`src/rtl/tl_burst_arbiter_if.sv`:
```
// TileLink-UL A/D channel bundle; "master" issues A and consumes D, "slave" the opposite.
// Upstream masters carry no size/mask, so the slave view leaves those out.
interface tl_burst_arbiter_if #(
   parameter int ADDRESS_WIDTH = 30,
   parameter int SOURCE_WIDTH  = 2
);
   logic                     a_valid;
   logic                     a_ready;
   logic [2:0]               a_opcode;
   logic [SOURCE_WIDTH-1:0]  a_source;
   logic [ADDRESS_WIDTH-1:0] a_address;
   logic [2:0]               a_size;
   logic [7:0]               a_mask;
   logic [63:0]              a_data;
   logic                     d_valid;
   logic                     d_ready;
   logic [2:0]               d_opcode;
   logic [SOURCE_WIDTH-1:0]  d_source;
   logic [63:0]              d_data;

   modport master (
      output a_valid, a_opcode, a_source, a_address, a_size, a_mask, a_data, d_ready,
      input  a_ready, d_valid, d_opcode, d_source, d_data
   );

   modport slave (
      input  a_valid, a_opcode, a_source, a_address, a_data, d_ready,
      output a_ready, d_valid, d_opcode, d_source, d_data
   );
endinterface

```
`src/rtl/tl_burst_arbiter.sv`:
```
// Two-master TileLink-UL burst arbiter feeding the DDR3 native-port adapter.
// Master identity rides in the downstream source MSB; each master is capped at MAX_OUTSTANDING messages.
module tl_burst_arbiter #(
   parameter int ADDRESS_WIDTH   = 30,
   parameter int SOURCE_WIDTH    = 2,
   parameter int MAX_OUTSTANDING = 4
) (
   input  logic                 clk,
   input  logic                 reset,
   tl_burst_arbiter_if.slave    s0,
   tl_burst_arbiter_if.slave    s1,
   tl_burst_arbiter_if.master   m
);
   localparam logic [2:0] OP_GET       = 3'd4;
   localparam logic [2:0] OP_PUT_FULL  = 3'd0;
   localparam logic [2:0] OP_ACK_DATA  = 3'd1;
   localparam logic [2:0] MAX_CNT      = 3'(MAX_OUTSTANDING);

   typedef enum logic {ST_OPEN, ST_LOCKED} state_t;

   state_t                   state_reg, state_next;
   logic                     grant_reg, rr_reg;
   logic [2:0]               a_beat_reg;
   logic                     lock;

   logic [1:0]               s_a_valid, s_d_ready, eligible, d_valid_s;
   logic [2:0]               s_a_opcode  [2];
   logic [SOURCE_WIDTH-1:0]  s_a_source  [2];
   logic [ADDRESS_WIDTH-1:0] s_a_address [2];
   logic [63:0]              s_a_data    [2];
   logic [2:0]               out_cnt     [2];

   logic                     grant, a_valid, is_put, a_last, a_fire, a_done;
   logic [2:0]               a_opcode;
   logic [SOURCE_WIDTH-1:0]  a_source;
   logic [ADDRESS_WIDTH-1:0] a_address;
   logic [63:0]              a_data;
   logic                     d_sel, d_is_data;

   assign s_a_valid      = {s1.a_valid, s0.a_valid};
   assign s_d_ready      = {s1.d_ready, s0.d_ready};
   assign s_a_opcode[0]  = s0.a_opcode;
   assign s_a_opcode[1]  = s1.a_opcode;
   assign s_a_source[0]  = s0.a_source;
   assign s_a_source[1]  = s1.a_source;
   assign s_a_address[0] = s0.a_address;
   assign s_a_address[1] = s1.a_address;
   assign s_a_data[0]    = s0.a_data;
   assign s_a_data[1]    = s1.a_data;

   assign lock = (state_reg == ST_LOCKED);

   // Grant FSM: OPEN picks a master each cycle, LOCKED pins the grant until the message fires.
   always_comb begin
      state_next = state_reg;
      grant      = grant_reg;
      a_valid    = 1'b0;
      case (state_reg)
         ST_OPEN: begin
            if (&eligible)
               grant = rr_reg;
            else
               grant = eligible[1];
            a_valid = |eligible;
         end
         ST_LOCKED: a_valid = s_a_valid[grant_reg];
         default:   a_valid = 1'b0;
      endcase
      a_valid   = a_valid & ~reset;
      a_opcode  = s_a_opcode[grant];
      a_source  = s_a_source[grant];
      a_address = s_a_address[grant];
      a_data    = s_a_data[grant];
      is_put    = (a_opcode == OP_PUT_FULL);
      a_last    = ~is_put | (a_beat_reg == 3'd7);
      a_fire    = a_valid & m.a_ready;
      a_done    = a_fire & a_last;
      if (a_fire)
         state_next = a_last ? ST_OPEN : ST_LOCKED;
      else if (a_valid)
         state_next = ST_LOCKED;
   end

   always_ff @(posedge clk or posedge reset) begin
      if (reset) begin
         state_reg  <= ST_OPEN;
         grant_reg  <= 1'b0;
         rr_reg     <= 1'b0;
         a_beat_reg <= 3'd0;
      end else begin
         state_reg <= state_next;
         grant_reg <= grant;
         if (a_fire && is_put)
            a_beat_reg <= a_beat_reg + 3'd1;
         if (a_done)
            rr_reg <= ~grant;
      end
   end

   assign m.a_valid   = a_valid;
   assign m.a_opcode  = a_opcode;
   assign m.a_source  = {grant, a_source};
   assign m.a_address = a_address;
   assign m.a_size    = 3'd6;
   assign m.a_mask    = 8'hFF;
   assign m.a_data    = a_data;
   assign s0.a_ready  = m.a_ready & a_valid & (grant == 1'b0);
   assign s1.a_ready  = m.a_ready & a_valid & (grant == 1'b1);

   assign d_sel      = m.d_source[SOURCE_WIDTH];
   assign d_is_data  = (m.d_opcode == OP_ACK_DATA);
   assign m.d_ready  = ~reset & s_d_ready[d_sel];

   assign s0.d_valid  = d_valid_s[0];
   assign s1.d_valid  = d_valid_s[1];
   assign s0.d_opcode = m.d_opcode;
   assign s1.d_opcode = m.d_opcode;
   assign s0.d_source = m.d_source[SOURCE_WIDTH-1:0];
   assign s1.d_source = m.d_source[SOURCE_WIDTH-1:0];
   assign s0.d_data   = m.d_data;
   assign s1.d_data   = m.d_data;

   generate
      for (genvar gi = 0; gi < 2; gi++) begin : g_master
         logic [2:0] out_cnt_reg, d_beat_reg;
         logic       d_fire, d_done, a_inc;

         assign d_valid_s[gi] = ~reset & m.d_valid & (d_sel == 1'(gi));
         assign d_fire        = d_valid_s[gi] & s_d_ready[gi];
         assign d_done        = d_fire & (~d_is_data | (d_beat_reg == 3'd7));
         assign a_inc         = a_done & (grant == 1'(gi));
         // A master already inside a burst must be allowed to finish it.
         assign eligible[gi]  = s_a_valid[gi] & ((out_cnt_reg < MAX_CNT) | (a_beat_reg != 3'd0));
         assign out_cnt[gi]   = out_cnt_reg;

         always_ff @(posedge clk or posedge reset) begin
            if (reset) begin
               out_cnt_reg <= 3'd0;
               d_beat_reg  <= 3'd0;
            end else begin
               if (d_fire && d_is_data)
                  d_beat_reg <= d_beat_reg + 3'd1;
               case ({a_inc, d_done})
                  2'b10:   out_cnt_reg <= out_cnt_reg + 3'd1;
                  2'b01:   if (out_cnt_reg != 3'd0) out_cnt_reg <= out_cnt_reg - 3'd1;
                  default: out_cnt_reg <= out_cnt_reg;
               endcase
            end
         end
      end
   endgenerate

   logic unused_get;
   assign unused_get = (a_opcode == OP_GET);
endmodule

```
`src/flat_wrapper.sv`:
```
// flat-port wrapper written by rule: the top's interface ports become plain ports
module tl_burst_arbiter_flat 
#(
   parameter int ADDRESS_WIDTH   = 30,
   parameter int SOURCE_WIDTH    = 2,
   parameter int MAX_OUTSTANDING = 4
)
  (clk, reset, s0_a_valid, s0_a_opcode, s0_a_source, s0_a_address, s0_a_data, s0_d_ready, s0_a_ready, s0_d_valid, s0_d_opcode, s0_d_source, s0_d_data, s1_a_valid, s1_a_opcode, s1_a_source, s1_a_address, s1_a_data, s1_d_ready, s1_a_ready, s1_d_valid, s1_d_opcode, s1_d_source, s1_d_data, m_a_valid, m_a_opcode, m_a_source, m_a_address, m_a_size, m_a_mask, m_a_data, m_d_ready, m_a_ready, m_d_valid, m_d_opcode, m_d_source, m_d_data);
  tl_burst_arbiter_if #(.ADDRESS_WIDTH(ADDRESS_WIDTH), .SOURCE_WIDTH(SOURCE_WIDTH)) s0_i ();
  tl_burst_arbiter_if #(.ADDRESS_WIDTH(ADDRESS_WIDTH), .SOURCE_WIDTH(SOURCE_WIDTH)) s1_i ();
  tl_burst_arbiter_if #(.ADDRESS_WIDTH(ADDRESS_WIDTH), .SOURCE_WIDTH(SOURCE_WIDTH)) m_i ();
  input  logic clk;
  input  logic reset;
  input wire logic [$bits(s0_i.a_valid)-1:0] s0_a_valid;
  input wire logic [$bits(s0_i.a_opcode)-1:0] s0_a_opcode;
  input wire logic [$bits(s0_i.a_source)-1:0] s0_a_source;
  input wire logic [$bits(s0_i.a_address)-1:0] s0_a_address;
  input wire logic [$bits(s0_i.a_data)-1:0] s0_a_data;
  input wire logic [$bits(s0_i.d_ready)-1:0] s0_d_ready;
  output wire logic [$bits(s0_i.a_ready)-1:0] s0_a_ready;
  output wire logic [$bits(s0_i.d_valid)-1:0] s0_d_valid;
  output wire logic [$bits(s0_i.d_opcode)-1:0] s0_d_opcode;
  output wire logic [$bits(s0_i.d_source)-1:0] s0_d_source;
  output wire logic [$bits(s0_i.d_data)-1:0] s0_d_data;
  input wire logic [$bits(s1_i.a_valid)-1:0] s1_a_valid;
  input wire logic [$bits(s1_i.a_opcode)-1:0] s1_a_opcode;
  input wire logic [$bits(s1_i.a_source)-1:0] s1_a_source;
  input wire logic [$bits(s1_i.a_address)-1:0] s1_a_address;
  input wire logic [$bits(s1_i.a_data)-1:0] s1_a_data;
  input wire logic [$bits(s1_i.d_ready)-1:0] s1_d_ready;
  output wire logic [$bits(s1_i.a_ready)-1:0] s1_a_ready;
  output wire logic [$bits(s1_i.d_valid)-1:0] s1_d_valid;
  output wire logic [$bits(s1_i.d_opcode)-1:0] s1_d_opcode;
  output wire logic [$bits(s1_i.d_source)-1:0] s1_d_source;
  output wire logic [$bits(s1_i.d_data)-1:0] s1_d_data;
  output wire logic [$bits(m_i.a_valid)-1:0] m_a_valid;
  output wire logic [$bits(m_i.a_opcode)-1:0] m_a_opcode;
  output wire logic [$bits(m_i.a_source)-1:0] m_a_source;
  output wire logic [$bits(m_i.a_address)-1:0] m_a_address;
  output wire logic [$bits(m_i.a_size)-1:0] m_a_size;
  output wire logic [$bits(m_i.a_mask)-1:0] m_a_mask;
  output wire logic [$bits(m_i.a_data)-1:0] m_a_data;
  output wire logic [$bits(m_i.d_ready)-1:0] m_d_ready;
  input wire logic [$bits(m_i.a_ready)-1:0] m_a_ready;
  input wire logic [$bits(m_i.d_valid)-1:0] m_d_valid;
  input wire logic [$bits(m_i.d_opcode)-1:0] m_d_opcode;
  input wire logic [$bits(m_i.d_source)-1:0] m_d_source;
  input wire logic [$bits(m_i.d_data)-1:0] m_d_data;
  assign s0_i.a_valid = s0_a_valid;
  assign s0_i.a_opcode = s0_a_opcode;
  assign s0_i.a_source = s0_a_source;
  assign s0_i.a_address = s0_a_address;
  assign s0_i.a_data = s0_a_data;
  assign s0_i.d_ready = s0_d_ready;
  assign s0_a_ready = s0_i.a_ready;
  assign s0_d_valid = s0_i.d_valid;
  assign s0_d_opcode = s0_i.d_opcode;
  assign s0_d_source = s0_i.d_source;
  assign s0_d_data = s0_i.d_data;
  assign s1_i.a_valid = s1_a_valid;
  assign s1_i.a_opcode = s1_a_opcode;
  assign s1_i.a_source = s1_a_source;
  assign s1_i.a_address = s1_a_address;
  assign s1_i.a_data = s1_a_data;
  assign s1_i.d_ready = s1_d_ready;
  assign s1_a_ready = s1_i.a_ready;
  assign s1_d_valid = s1_i.d_valid;
  assign s1_d_opcode = s1_i.d_opcode;
  assign s1_d_source = s1_i.d_source;
  assign s1_d_data = s1_i.d_data;
  assign m_a_valid = m_i.a_valid;
  assign m_a_opcode = m_i.a_opcode;
  assign m_a_source = m_i.a_source;
  assign m_a_address = m_i.a_address;
  assign m_a_size = m_i.a_size;
  assign m_a_mask = m_i.a_mask;
  assign m_a_data = m_i.a_data;
  assign m_d_ready = m_i.d_ready;
  assign m_i.a_ready = m_a_ready;
  assign m_i.d_valid = m_d_valid;
  assign m_i.d_opcode = m_d_opcode;
  assign m_i.d_source = m_d_source;
  assign m_i.d_data = m_d_data;
  tl_burst_arbiter #(.ADDRESS_WIDTH(ADDRESS_WIDTH), .SOURCE_WIDTH(SOURCE_WIDTH), .MAX_OUTSTANDING(MAX_OUTSTANDING)) u_core (.clk(clk), .reset(reset), .s0(s0_i), .s1(s1_i), .m(m_i));
endmodule
```
`config.mk`:
```
export PLATFORM = sky130hd
export DESIGN_NAME = tl_burst_arbiter_flat
export DESIGN_NICKNAME = d
export VERILOG_FILES = /design/src/rtl/tl_burst_arbiter_if.sv /design/src/rtl/tl_burst_arbiter.sv /design/src/flat_wrapper.sv
export SDC_FILE = /design/constraint.sdc
export NUM_CORES = 1
export LEC_CHECK = 0
export BUFFER_PORTS_ARGS = -buffer_cell sky130_fd_sc_hd__buf_4
export CORE_AREA = 2 2 207 209
export CTS_BUF_LIST = sky130_fd_sc_hd__clkbuf_8
export DETAILED_ROUTE_END_ITERATION = 16
export DIE_AREA = 0 0 209 211
export PLACE_DENSITY = 0.35
export SLEW_MARGIN = 25
export SYNTH_ARGS = -nofsm -noshare
export SYNTH_HDL_FRONTEND = slang
export SYNTH_SLANG_ARGS = --single-unit
```
`constraint.sdc`:
```
create_clock -name clk -period 1.9 [get_ports clk]
set_input_delay 0.19 -clock clk [delete_from_list [all_inputs] [get_ports clk]]
set_output_delay 0.19 -clock clk [all_outputs]
set_load 0.005 [all_outputs]
```
-- Yosys cells after proc, flatten, opt, wreduce, memory -nomap -nowiden
Cells that the tools add are included.
- register bits: 12
- bits of input ports: 275
- output and inout bits: 254
- magnitude comparators: 4
- equality and inequality tests: 1
- add/sub/neg operators: 3
- bitwise operators: 17
- reduce and logical (&&, ||, !) cells: 6
- mux-type cells: 20
- operators with widths (kind ; count):
    two-way mux 64 bit ; 3
    two-way mux 30 bit ; 3
    adder 3 x 1 -> 3 bit (second input constant) ; 3
    AND 1 bit ; 9
    two-way mux 3 bit ; 3
    two-way mux 1 bit ; 7
    < comparator 3 bit (second input constant) ; 2
    two-way mux 2 bit ; 3
    inverter 1 bit ; 4
    == test 3 bit (second input constant) ; 1
    logical NOT 3 bit ; 1
    bitwise OR 1 bit ; 3
    nonzero test 3 bit ; 1
    >= comparator 2 bit (second input constant) ; 1
    < comparator 1 x 2 -> 1 bit (second input constant) ; 1
    inverter 1 -> 2 bit ; 1
    case mux 1 bit (2 select lines) ; 1
    AND reduction 2 bit ; 1
    nonzero test 2 bit ; 1
    OR reduction 2 bit ; 1
    logical AND 1 bit ; 1

-- Longest topological paths before layout
- word-level depth: 15
- depth in mapped cells: 11
- depth with buffers taken out: 8

-- Worst setup path after synthesis
No wires, ideal clock.
- kind: reg2reg
- start: register u_core.a_beat_reg[0]
- end: register u_core.a_beat_reg[1]
- data required time: 1.775 ns
- period minus slack after synthesis: 2.067 ns
- library setup time: 0.125 ns
- cell stages (with the launch flop): 8
- arrival: 1.942 ns
- slack: -0.167 ns
- buffers on the path: 0
- path through: dfrtp_1 -> inv_1 -> ha_1 -> nand3b_1 -> a32o_1 -> or3_1 -> a21oi_2 -> mux2_2
- longest elaborated chain between the ends: 12
- ends and longest elaborated chain (element ; RTL line ; RTL):
    start: declaration ; tl_burst_arbiter.sv:23 ; logic [2:0] a_beat_reg;
    start signal: assignment ; tl_burst_arbiter.sv:94 ; a_beat_reg <= a_beat_reg + 3'd1;
    nonzero test 3 bit ; tl_burst_arbiter.sv:133 ; assign eligible[gi] = s_a_valid[gi] & ((out_cnt_reg < MAX_CNT) | (a_beat_reg != 3'd0));
    bitwise OR 1 bit ; tl_burst_arbiter.sv:133 ;
    AND 1 bit ; tl_burst_arbiter.sv:133 ;
    AND reduction 2 bit ; tl_burst_arbiter.sv:60 ; if (&eligible)
    two-way mux 1 bit ; tl_burst_arbiter.sv:60 ;
    two-way mux 1 bit ; tl_burst_arbiter.sv:58 ; case (state_reg)
    inverter 1 -> 2 bit (implied by the code) ; tl_burst_arbiter.sv:70 ; a_opcode = s_a_opcode[grant];
    two-way mux 3 bit (implied by the code) (3 in a row) ; tl_burst_arbiter.sv:70 ;
    logical NOT 3 bit ; tl_burst_arbiter.sv:74 ; is_put = (a_opcode == OP_PUT_FULL);
    logical AND 1 bit ; tl_burst_arbiter.sv:93 ; if (a_fire && is_put)
Several ways; a longest one is shown, not always the timed one. The select of a mux whose other input is x is not followed.
A chain may end at the register's enable or synchronous reset.

-- Final worst setup path
- start: register u_core.a_beat_reg[0]
- end: output m_a_data[31]
- longest elaborated chain between the ends: 10
- ends and longest elaborated chain (element ; RTL line ; RTL):
    nonzero test 3 bit (*) ; tl_burst_arbiter.sv:133 ;
    bitwise OR 1 bit ; tl_burst_arbiter.sv:133 ;
    AND 1 bit ; tl_burst_arbiter.sv:133 ;
    AND reduction 2 bit ; tl_burst_arbiter.sv:60 ;
    two-way mux 1 bit (*) ; tl_burst_arbiter.sv:60 ;
    two-way mux 1 bit (*) ; tl_burst_arbiter.sv:58 ;
    inverter 1 -> 2 bit (implied by the code) (*) ; tl_burst_arbiter.sv:73 ; a_data = s_a_data[grant];
    two-way mux 64 bit (implied by the code) (*) (3 in a row) ; tl_burst_arbiter.sv:73 ;
    end: declaration ; flat_wrapper.sv:42 ; output wire logic [$bits(m_i.a_data)-1:0] m_a_data;
Mark *: on every way between the ends. The rest lies on a longest branch, timed or not. The select of a mux whose other input is x is not followed.

==> key figures <==
Status
  – Status: finished with violations
  – Failing checks: setup timing

Placement
  – Gp weighted congestion: 0.750
  – Hpwl dp: 17700 um
  – Cells after DPL: 1246
  – DP Area: 5140 sq um
  – Port-buffer cells: 304

Synth
  – Cell variety after synth: 35
  – Largest family of logic cells by synthesized area: buffers and inverters
  – Top area cells in the synthesized netlist: buf_4 (39%), nand2_1 (36%), dfrtp_1 (9.6%)
  – FF+latch count, synth: 12
  – Adder-cell share of the synthesized area: 2.00%
  – Xor/xnor cell area share of the yosys netlist: 1.40%
  – Area leader, netlist: buf_4
  – Synth Area in Simple Gates: 40.8%
  – Synth top area share: 39.2%
  – Cell Area, Synth: 3120 sq um
  – Ys Warns: 0
  – Synth Area in Compound Gates: 2.25%
  – Synth Instances: 537
  – Post-synthesis sequential area ratio: 9.62%
  – Mux contribution to synthesized area: 1.88%
  – Synth Area per Inst: 5.81 sq um

Clock tree
  – Hold Buf Count CTS: 0
  – TritonCTS buffer count: 3
  – Clock insertion delay at the later pin of the skew report: 0.24 ns
  – H-tree Lvls: 1
  – Clock transition at the registers of the reported paths: 0.05 ns
  – CTS tree: built
  – Max clock buf depth: 2
  – Root Buffer: clkbuf_8
  – Clk sinks: 12

Route
  – M1 WL: 7010 um
  – Iter 0 DRT Violations: 164
  – Via/cell ratio: 3.08
  – WL met3: 2940 um
  – Final WL: 21900 um
  – # DRC: 0
  – DR WL met2: 11500 um
  – DRT Pass-1 Iters: 4
  – Routed length per placed instance: 17.1 um
  – DR top layer: met5
  – Vias: 3945
  – Antenna Nets Post-Route: 0

Layout
  – Max reg flops: 6
  – Area Growth Syn to Fin: 96.3%
  – Final Cell Area: 6120 sq um
  – Antenna Cells: 0
  – Final #Nets: 1023
  – Layout fillers: 4835
  – Share of layout cells above drive strength 1: 62.9%
  – Non-filler cells, final: 1280

STA
  – Slew Limit Fails: 0
  – Fin. Hold Viols: 0
  – Least-Margin Pin Slew: 0.610 ns
  – Worst slew margin: 58.9%
  – RSZ-0062 raised after global routing: yes
  – Setup violations, final: 112
  – Sum of negative setup slack: -43.15 ns
  – Final worst slack: -0.455 ns
  – Layout Skew: 0.000711 ns
  – Crit path time final: 2.35 ns
  – F_max: 0.425 GHz
  – Hold_ws: 0.0445 ns
  – Final period utilization: 124%

Hold path
  – Hold Crit Class: in -> async

Power and ir drop
  – Sw frac: 43.5%
  – Pleak: 0.00331 uW
  – PnR Total Power: 7550 uW
  – Switching pwr: 3290 uW
  – Max rail drop VDD: 0.512 mV
  – Comb power frac: 90.7%
  – Int Pwr: 4260 uW
  – Power Density: 1230 nW/um^2
  – Clock network power share: 3.1%
  – Seq pwr share: 6.2%

Global routing
  – Initial antenna violation count: 3
  – GRT Resource Usage Total: 8.98%
  – Pin count of the biggest net entering global routing: 49
  – First-pass GRT wire length: 28600 um
  – Grt ovf: 0
  – Vias in the first global route: 4071

Critical path
  – Crit path kind: reg -> out
  – Critical path required time: 1.71 ns
  – Worst Path Arrival: 2.16 ns
  – Crit. End Element: primary output
  – CP Max Fanout: 11
  – Startpoint Class: flop

Die
  – Row cnt: 75
  – Core area: 41800 sq um
  – Die Footprint: 44100 sq um
  – Die H: 211 um
  – Die width: 209 um
  – Initial Utilization: 7.47%
  – Io pins: 529

Run
  – Max_cap viols: 0
[critical path, stage by stage, from the launching register on]
cell	delay [ns]
dfrtp_1	0.38
inv_2	0.08
ha_4	0.12
nand3b_1	0.09
a32o_2	0.26
or2_4	0.28
buf_12	0.15
buf_12	0.14
buf_12	0.14
nand2_1	0.08
nand2_2	0.05
buf_4	0.13
[synthesized netlist by cell type]
master	instances
nand2_1	299
a21oi_1	1
nor4_2	1
mux2_4	1
mux2i_1	1
xor2_1	3
nand3b_4	1
nand3_1	1
inv_2	1
nor4_1	1
inv_1	5
or3_1	2
or3_4	1
a32o_1	1
dfrtp_1	12
and3_1	1
a21oi_2	2
o21ai_0	2
xnor2_1	2
a22oi_1	1
nor3_2	1
nand3b_1	1
nor4b_1	1
or2_1	1
conb_1	2
nand4_4	1
buf_2	10
nor2_1	5
o22a_1	1
buf_4	163
clkbuf_1	2
nor3_1	1
mux2_2	3
a221o_2	1
ha_1	5
[routing by layer]
layer | vias to the layer above | GRT usage, %
met5 | - | 0
met4 | 2 | 1.67
met3 | 28 | 4.89
met2 | 338 | 16.9
met1 | 1710 | 8.63
li1 | 1867 | -
[final timing paths]
path | startpoint | to | slack [ns] | depth (start not counted)
setup reg to reg | u_core.a_beat_reg[0] | u_core.g_master[0].out_cnt_reg[1] | -0.40 | 11
hold reg to reg | u_core.g_master[1].out_cnt_reg[0] | u_core.g_master[1].out_cnt_reg[0] | 0.47 | 1
hold / removal | reset | u_core.grant_reg | 0.04 | 3
setup / recovery | u_core.a_beat_reg[0] | m_a_data[31] | -0.45 | 11
max in group asynchronous | reset | u_core.g_master[1].out_cnt_reg[0] | 1.69 | 3
min in group clk | reset | u_core.lock | 0.31 | 3
[cells in the final DEF, fill, tap and decap left out, types with 2 or more instances in the layout]
master     instances
buf_4            316
nand2_1          223
nand2_2           59
buf_6             29
nand2_4           17
conb_1            14
dfrtp_1           12
buf_12             9
buf_16             8
mux2_4             4
ha_1               4
inv_1              3
nor2_1             3
xor2_1             3
clkbuf_8           3
a21oi_4            2
or3_4              2
inv_2              2
xnor2_1            2
clkbuf_16          2
[per-stage QoR]
step | setup WS, ns | utilization [%]
finish | -0.455 | 14.7
global route | -0.529 | 14.7
CTS | -0.475 | 13.8
detailed placement | -0.255 | 12.3
global placement | -0.224 | 12.3
floorplan | -0.0157 | -
[kinds of logic (layout without fill, tap and decap cells)]
| logic type | after synthesis | after routing |
|---|---|---|
| AOI/OAI and AO/OA | 9 | 9 |
| xor gates and xnor gates | 5 | 5 |
| adders and majority gates | 5 | 5 |
| buffers and inverters | 181 | 373 |
| DFF | 12 | 12 |
| muxes | 5 | 5 |
| other | 2 | 14 |
| and+or+nand+nor | 318 | 318 |
[power groups by stage]
stage	Sequential [uW]	Combinational [uW]	Clock, uW
2_1_floorplan	457	2590	0
3_5_place_dp	469	4910	0
4_1_cts	467	6370	251
3_3_place_gp	470	4930	0
6_report	467	6850	233
5_1_grt	483	7490	265
[timing repair]
item,4_1_cts,5_1_grt
endpoints found under the hold margin,0,0
cloned,7,2
pin swaps,22,14
setup buffers,15,9
setup endpoints to repair,112,114
gates resized for setup,79,79
[area by class of cell]
class,count,area (sq um),share of cell area [%]
repair buffers,364,3150,51.4
multi-input cells,356,1930,31.5
well taps,539,674,11.0
flip-flops and latches,12,300,4.90
clock buffers,3,41.3,0.674
inverters,6,30.0,0.490
No activity file was read; power rests on OpenSTA's default activity.
